`src/rtl/stream_mux_rr_if.sv`:
```
// Handshake bundle for the N:1 stream multiplexer: N producer lanes in, one consumer lane out.
// The slave modport is the multiplexer's view and the master modport is the surrounding datapath's view.
interface stream_mux_rr_if #(
  parameter int N     = 4,
  parameter int WIDTH = 8
);
  localparam int SELW = (N > 1) ? $clog2(N) : 1;

  logic [N-1:0]       in_valid;
  logic [N*WIDTH-1:0] in_data;
  logic [N-1:0]       in_ready;
  logic               out_valid;
  logic [WIDTH-1:0]   out_data;
  logic [SELW-1:0]    out_sel;
  logic               out_ready;

  modport slave (
    input  in_valid,
    input  in_data,
    output in_ready,
    output out_valid,
    output out_data,
    output out_sel,
    input  out_ready
  );

  modport master (
    output in_valid,
    output in_data,
    input  in_ready,
    input  out_valid,
    input  out_data,
    input  out_sel,
    output out_ready
  );
endinterface

```
`src/rtl/stream_mux_rr.sv`:
```
// N:1 valid/ready stream multiplexer with a built-in round-robin or fixed-priority arbiter
// and a one-deep registered output stage (one cycle latency, one beat per cycle).
module stream_mux_rr #(
  parameter int N     = 4,
  parameter int WIDTH = 8,
  parameter int MODE  = 0
) (
  input  logic           clk,
  input  logic           rst_n,
  stream_mux_rr_if.slave bus
);
  localparam int SELW = (N > 1) ? $clog2(N) : 1;

  logic [SELW-1:0]  ptr_reg;
  logic             out_valid_reg;
  logic [WIDTH-1:0] out_data_reg;
  logic [SELW-1:0]  out_sel_reg;

  logic             load;
  logic [SELW-1:0]  search_start;
  logic             grant_found;
  logic [SELW-1:0]  grant_idx;
  logic [N-1:0]     grant;
  logic [N-1:0]     fire_vec;
  logic             fire;
  logic [WIDTH-1:0] data_next;
  logic [SELW-1:0]  ptr_next;
  logic [WIDTH-1:0] ch_data [N];

  // The output register can take a new beat when empty or when its beat leaves this cycle.
  assign load = ~out_valid_reg | bus.out_ready;

  assign search_start = (MODE == 0) ? ptr_reg : '0;

  // Cyclic search from search_start; the index is folded back below N so that
  // non-power-of-two channel counts never select a nonexistent lane.
  always_comb begin
    int idx;
    grant_found = 1'b0;
    grant_idx   = '0;
    for (int j = 0; j < N; j++) begin
      idx = int'(search_start) + j;
      if (idx >= N) begin
        idx = idx - N;
      end
      if (!grant_found && bus.in_valid[idx]) begin
        grant_found = 1'b1;
        grant_idx   = SELW'(idx);
      end
    end
  end

  genvar gi;
  generate
    for (gi = 0; gi < N; gi++) begin : g_chan
      assign ch_data[gi]  = bus.in_data[gi*WIDTH +: WIDTH];
      assign grant[gi]    = grant_found && (grant_idx == SELW'(gi));
      assign bus.in_ready[gi] = load & grant[gi] & rst_n;
      assign fire_vec[gi] = bus.in_valid[gi] & bus.in_ready[gi];
    end
  endgenerate

  assign fire = |fire_vec;

  always_comb begin
    data_next = '0;
    for (int i = 0; i < N; i++) begin
      if (grant[i]) begin
        data_next = data_next | ch_data[i];
      end
    end
  end

  assign ptr_next = (grant_idx == SELW'(N - 1)) ? '0 : grant_idx + 1'b1;

  always_ff @(posedge clk or negedge rst_n) begin
    if (!rst_n) begin
      ptr_reg       <= '0;
      out_valid_reg <= 1'b0;
      out_data_reg  <= '0;
      out_sel_reg   <= '0;
    end else if (fire) begin
      out_valid_reg <= 1'b1;
      out_data_reg  <= data_next;
      out_sel_reg   <= grant_idx;
      if (MODE == 0) begin
        ptr_reg <= ptr_next;
      end
    end else if (out_valid_reg && bus.out_ready) begin
      out_valid_reg <= 1'b0;
    end
  end

  assign bus.out_valid = out_valid_reg;
  assign bus.out_data  = out_data_reg;
  assign bus.out_sel   = out_sel_reg;
endmodule
```
`src/flat_wrapper.sv`:
```
// flat-port wrapper written by rule: the top's interface ports become plain ports
module stream_mux_rr_flat 
#(
  parameter int N     = 4,
  parameter int WIDTH = 8,
  parameter int MODE  = 0
)
  (clk, rst_n, bus_in_valid, bus_in_data, bus_in_ready, bus_out_valid, bus_out_data, bus_out_sel, bus_out_ready);
  stream_mux_rr_if #(.N(N), .WIDTH(WIDTH)) bus_i ();
  input  logic clk;
  input  logic rst_n;
  input wire logic [$bits(bus_i.in_valid)-1:0] bus_in_valid;
  input wire logic [$bits(bus_i.in_data)-1:0] bus_in_data;
  output wire logic [$bits(bus_i.in_ready)-1:0] bus_in_ready;
  output wire logic [$bits(bus_i.out_valid)-1:0] bus_out_valid;
  output wire logic [$bits(bus_i.out_data)-1:0] bus_out_data;
  output wire logic [$bits(bus_i.out_sel)-1:0] bus_out_sel;
  input wire logic [$bits(bus_i.out_ready)-1:0] bus_out_ready;
  assign bus_i.in_valid = bus_in_valid;
  assign bus_i.in_data = bus_in_data;
  assign bus_in_ready = bus_i.in_ready;
  assign bus_out_valid = bus_i.out_valid;
  assign bus_out_data = bus_i.out_data;
  assign bus_out_sel = bus_i.out_sel;
  assign bus_i.out_ready = bus_out_ready;
  stream_mux_rr #(.N(N), .WIDTH(WIDTH), .MODE(MODE)) u_core (.clk(clk), .rst_n(rst_n), .bus(bus_i));
endmodule
```
`config.mk`:
```
export PLATFORM = sky130hd
export DESIGN_NAME = stream_mux_rr_flat
export DESIGN_NICKNAME = d
export VERILOG_FILES = /design/src/rtl/stream_mux_rr_if.sv /design/src/rtl/stream_mux_rr.sv /design/src/flat_wrapper.sv
export SDC_FILE = /design/constraint.sdc
export NUM_CORES = 1
export LEC_CHECK = 0
export CELL_PAD_IN_SITES_DETAIL_PLACEMENT = 0
export CELL_PAD_IN_SITES_GLOBAL_PLACEMENT = 1
export CORE_MARGIN = 1
export CORE_UTILIZATION = 28
export DETAILED_ROUTE_END_ITERATION = 8
export PLACE_DENSITY_LB_ADDON = 0.1
export SETUP_SLACK_MARGIN = 0.05
export SLEW_MARGIN = 25
export SYNTH_ARGS = -nofsm -noshare
export SYNTH_HDL_FRONTEND = slang
export SYNTH_SLANG_ARGS = --single-unit
```
`constraint.sdc`:
```
create_clock -name clk -period 5.6 [get_ports clk]
set_clock_uncertainty 0.15 [all_clocks]
set_input_delay 1.12 -clock clk [delete_from_list [all_inputs] [get_ports clk]]
set_output_delay 1.12 -clock clk [all_outputs]
set_load 0.005 [all_outputs]
```
; Yosys cells after proc, flatten, opt, wreduce, memory -nomap -nowiden
; Cells that the tools add are included.
[word_totals]
ff_bits = 13
output_inout_bits = 15
elab_cells = 85
[classes]
add_sub_neg = 8
order_cmp = 8
eq_ne = 3
muxes = 31
bitwise_logic = 17
reduce_logical = 14
[op_table]
columns = cell, n
row1 = "32-bit by 4-bit < comparator with 1-bit output, second input constant", 4
row2 = 32-bit 2-to-1 mux, 4
row3 = "32-bit by 4-bit >= comparator with 1-bit output, second input constant", 3
row4 = "32-bit by 4-bit subtractor with 32-bit output, second input constant", 3
row5 = 8-bit 2-to-1 mux, 4
row6 = 8-bit bitwise OR, 3
row7 = 1-bit 2-to-1 mux, 14
row8 = 1-bit bitwise AND, 12
row9 = 2-bit 2-to-1 mux, 5
row10 = 1-bit binary-select mux with 2-bit select, 4
row11 = 1-bit logical AND, 8
row12 = "2-bit by 2-bit adder with 3-bit output, second input constant", 2
row13 = "2-bit equality test, second input constant", 2
row14 = 4-bit OR reduction, 1
row15 = "2-bit by 3-bit subtractor with 4-bit output, second input constant", 1
row16 = "2-bit by 1-bit adder with 3-bit output, second input constant", 1
row17 = "2-bit by 3-bit >= comparator with 1-bit output, second input constant", 1
row18 = 1-bit logical NOT, 3
row19 = "2-bit by 1-bit adder with 2-bit output, second input constant", 1
row20 = "2-bit by 1-bit equality test with 1-bit output, second input constant", 1
row21 = 2-bit logical NOT, 1
row22 = 2-bit nonzero test, 1
row23 = 1-bit NOT, 1
row24 = 1-bit bitwise OR, 1

; Logic depth before layout (Yosys ltp)
[depth]
depth_word = 24
depth_mapped = 11
ltp_nobuf = 9

; Worst setup path before layout
; OpenSTA, ideal clock, no wires.
[synth_timing]
kind = input -> output
start = in bus_in_valid[1]
end = out bus_in_ready[3]
t_arrival_ns = 2.224
required_time_ns = 4.330
path_slack_ns = 2.106
stages = 7
path_cell_list = nand2b_1 > nor3b_1 > o22ai_1 > inv_1 > ha_1 > buf_2 > and2_1
[synth_via]
elab_chain_cells = 17
word_cells_on_any_way = 30
classes_between = 1 x eq/ne / 20 x mux / 2 x bitwise / 7 x reduce/logical
[synth_rtl]
columns = item, line
row1 = from (decl), flat_wrapper.sv:12  ; input wire logic [$bits(bus_i.in_valid)-1:0] bus_in_valid;
row2 = 1-bit binary-select mux with 2-bit select, stream_mux_rr.sv:46  ; if (!grant_found && bus.in_valid[idx]) begin
row3 = 1-bit 2-to-1 mux (implied by the code) (2 in a row), stream_mux_rr.sv:46
row4 = 1-bit 2-to-1 mux, stream_mux_rr.sv:46
row5 = 1-bit logical NOT, stream_mux_rr.sv:46
row6 = 1-bit logical AND, stream_mux_rr.sv:46
row7 = 1-bit 2-to-1 mux, stream_mux_rr.sv:46
row8 = 1-bit logical NOT, stream_mux_rr.sv:46
row9 = 1-bit logical AND, stream_mux_rr.sv:46
row10 = 1-bit 2-to-1 mux, stream_mux_rr.sv:46
row11 = 1-bit logical NOT, stream_mux_rr.sv:46
row12 = 1-bit logical AND, stream_mux_rr.sv:46
row13 = 2-bit 2-to-1 mux *, stream_mux_rr.sv:46
row14 = net u_core.grant_idx[0], stream_mux_rr.sv:22  ; logic [SELW-1:0] grant_idx;
row15 = 2-bit equality test *, stream_mux_rr.sv:57  ; assign grant[gi] = grant_found && (grant_idx == SELW'(gi));
row16 = 1-bit logical AND *, stream_mux_rr.sv:57
row17 = 1-bit bitwise AND * (2 in a row), stream_mux_rr.sv:58  ; assign bus.in_ready[gi] = load & grant[gi] & rst_n;
row18 = to (decl), flat_wrapper.sv:14  ; output wire logic [$bits(bus_i.in_ready)-1:0] bus_in_ready;
; The timed path passes the listed nets; every way through them passes the cells marked *. The select of a mux whose other input is x is not followed.

; Final worst setup path
[layout_timing]
start = in bus_in_valid[1]
end = out bus_in_ready[0]
[layout_via]
elab_chain_cells = 17
word_cells_on_any_way = 30
classes_between = 20 x mux / 2 x bitwise / 8 x reduce/logical
[layout_rtl]
columns = item, line
row1 = 1-bit binary-select mux with 2-bit select, stream_mux_rr.sv:46
row2 = 1-bit 2-to-1 mux (implied by the code) (2 in a row), stream_mux_rr.sv:46
row3 = 1-bit 2-to-1 mux, stream_mux_rr.sv:46
row4 = 1-bit logical NOT, stream_mux_rr.sv:46
row5 = 1-bit logical AND, stream_mux_rr.sv:46
row6 = 1-bit 2-to-1 mux, stream_mux_rr.sv:46
row7 = 1-bit logical NOT, stream_mux_rr.sv:46
row8 = 1-bit logical AND, stream_mux_rr.sv:46
row9 = 1-bit 2-to-1 mux, stream_mux_rr.sv:46
row10 = 1-bit logical NOT, stream_mux_rr.sv:46
row11 = 1-bit logical AND, stream_mux_rr.sv:46
row12 = 2-bit 2-to-1 mux *, stream_mux_rr.sv:46
row13 = net u_core.grant_idx[1], stream_mux_rr.sv:22
row14 = 2-bit logical NOT *, stream_mux_rr.sv:57
row15 = 1-bit logical AND *, stream_mux_rr.sv:57
row16 = 1-bit bitwise AND * (2 in a row), stream_mux_rr.sv:58
; Marked as above.

==> results.sh <==
export IMPL_outcome="complete, no violations"
export IMPL_ys_types=24
export IMPL_wire_per_inst_um=13.6
export IMPL_path_delay_family="buffers and inverters"
export IMPL_dr_pass1_iters=2
export IMPL_grt_pass1_vias=885
export IMPL_cp_common_cell="clkdlybuf4s50_1"
export IMPL_worst_r2r_cell_count=8
export IMPL_cts_resized=0
export IMPL_first_iter_violations=14
export IMPL_arrival_ns=3.49
export IMPL_critPathBufInv=3
export IMPL_multi_input_area_sq_um=503
export IMPL_io_pins=54
export IMPL_netlist_area_sq_um=881
export IMPL_dr_total_vias=851
export IMPL_yosysWarnings=0
export IMPL_coreArea_sq_um=2880
export IMPL_layout_min_cycle_time_ns=4.76
export IMPL_peakVddDrop_uv=144
export IMPL_cts_path_max_buffers=2
export IMPL_syn_inst=84
export IMPL_postPlaceCellArea_sq_um=1430
export IMPL_post_cts_repair_setup_buffers=0
export IMPL_period_share_pct=85.1
export IMPL_synth_top_area_cell="dfrtp_1"
export IMPL_drive_gt1_share_pct=7.35
export IMPL_grt_max_degree=23
export IMPL_slowest_stage="clkdlybuf4s50_1"
export IMPL_setup_viol=0
export IMPL_grt_ovfl_total=0
export IMPL_crit_chain="clkdlybuf4s50_1 -> nand2b_1 -> a21oi_1 -> o32a_1 -> inv_1 -> ha_1 -> and2_1 -> clkdlybuf4s50_1"
export IMPL_synth_nets=127
export IMPL_max_freq_ghz=0.210
export IMPL_worstPathRequired_ns=4.33
export IMPL_drt_wl_total_um=2420
export IMPL_hold_buffers=0
export IMPL_hpwl_um=1930
export IMPL_worstHoldPathCells=2
export IMPL_hold_viol=0
export IMPL_largest_reg_flops=8
export IMPL_dieArea_sq_um=3370
export IMPL_htreeDepth=1
export IMPL_slew_viol_final=0
export IMPL_fin_nets=180
export IMPL_ant_nets=0
export IMPL_synth_most_common_cell="dfrtp_1"
export IMPL_hold_class="reg2reg"
export IMPL_numClockSinks=13
export IMPL_fillers=272
export IMPL_rsz0062_at_grt="false"
export IMPL_hold_worst_slack_ns=0.334
export IMPL_yosysTopAreaCellShare_pct=36.9
export IMPL_clk_latency_ns=0.27
export IMPL_tns_ns=0
export IMPL_portBuffers=53
export IMPL_criticalPathCategory="in2out"
export IMPL_antenna_found_initial=0
export IMPL_start_util_pct=30.6
export IMPL_num_rows=19
export IMPL_total_power_mw=0.562
export IMPL_synth_common_cells="13 x dfrtp_1, 11 x nand2_1, 9 x a22o_1"
export IMPL_p_leak_nw=0.584
export IMPL_gp_congestion=0.699
export IMPL_synth_avg_cell_area_sq_um=10.5
export IMPL_cp_depth=8
export IMPL_postSynth_asyncResetShare_pct=100
export IMPL_cts_tree="done"
export IMPL_cp_end_kind="output port"
export IMPL_die_h_um=58.1
export IMPL_area_delta_synth_final_pct=64.9
export IMPL_maxCapViolCount=0
export IMPL_p_per_area_nw_per_um2=387
export IMPL_yosysSeqAreaShare_pct=36.9
export IMPL_ys_ff_latch=13
export IMPL_cpPeakStageDelay_ns=0.60
export IMPL_synth_edf_count=0
export IMPL_grt_first_pass_wirelength_um=3930
export IMPL_grt_usage_pct=15.3
export IMPL_cts_root_buf="clkbuf_4"
export IMPL_final_design_area_no_fill_sq_um=1450
export IMPL_max_slew_margin_pct=61.3
export IMPL_tightest_slew_ns=0.578
export IMPL_avgViaCountPerCell=4.78
export IMPL_cts_inserted_buffers=3
export IMPL_diodes=0
export IMPL_fp_dieW_um=58.1
export IMPL_synth_area_top_cells="dfrtp_1 37%, a22o_1 8.9%, a221oi_1 8.0%"
export IMPL_synth_ff_type="dfrtp_1"
export IMPL_drcViolationCount=0
export IMPL_regArea_sq_um=325
export IMPL_cp_start_kind="primary input"
export IMPL_critical_path_peak_fanout=10
export IMPL_clk_pin_slew_ns=0.08
report_power, final:
group	internal (mW)	total (mW)	switching (mW)
Combinational	0.193	0.345	0.152
Clock	0.0275	0.0559	0.0283
Sequential	0.137	0.162	0.0250
Total	0.357	0.562	0.205
final timing paths:
path,end,slack [ns],startpoint
setup / recovery,bus_in_ready[0],0.84,bus_in_valid[1]
hold / removal,u_core.bus.out_sel[0],0.33,u_core.bus.out_sel[0]
setup reg to reg,u_core.bus.out_sel[1],2.65,u_core.ptr_reg[0]
hold reg to reg,u_core.bus.out_sel[0],0.33,u_core.bus.out_sel[0]
max in group asynchronous,u_core.bus.out_data[5],4.10,rst_n
min in group asynchronous,u_core.bus.out_data[4],1.02,rst_n
through the flow:
step | std cells | utilization, % | worst slack [ns]
final | 178 | 50.5 | 0.835
after global placement | 174 | 49.6 | 0.848
after global routing | 178 | 50.5 | 0.683
after floorplan | 84 | - | 2.11
after CTS | 178 | 50.5 | 0.824
after detailed placement | 174 | 49.6 | 0.829
placed cells by master, fill, tap and decap left out, types with 2 or more instances in the layout:
cell,instances
clkdlybuf4s50_1,53
inv_1,2
a221oi_1,8
nor2_1,2
a22o_1,9
o31ai_1,8
mux2_2,2
clkbuf_4,3
ha_1,4
nor3b_1,2
nand2_1,11
nand2b_1,2
nor2b_1,3
and2_1,4
dfrtp_1,13
logic make-up (layout without fill, tap and decap cells):
group | after synthesis | in the layout | share of synthesized area (%)
mux | 3 | 3 | 4.26
flops | 13 | 13 | 36.9
simple gates | 25 | 25 | 16.1
buf+inv | 8 | 60 | 5.97
fa+ha+maj | 4 | 4 | 5.68
compound gates | 31 | 31 | 31.1
area by class of cell:
class | instances | share of cell area [%]
flip-flops and latches | 13 | 22.4
multi-input cells | 63 | 34.6
repair buffers | 54 | 37.0
well taps | 42 | 3.62
inverters | 2 | 0.517
clock buffers | 4 | 1.81
metal layers:
metal | track usage, % | vias up | part of all wire [%]
li1 | - | 427 | -
met1 | 21.9 | 386 | 48
met2 | 23.5 | 36 | 45
met3 | 1.34 | 2 | 5.2
met4 | 7.14 | 0 | 1.1
met5 | 0 | - | 0
worst reg2reg max path, stage by stage (launching register included):
cell,delay [ns]
dfrtp_1,0.41
nor2b_1,0.18
nor3b_1,0.08
o22ai_1,0.33
inv_1,0.13
ha_1,0.37
a22o_4,0.29
o211ai_4,0.50
mux2_2,0.40
Power figures use the tool's default switching activity.
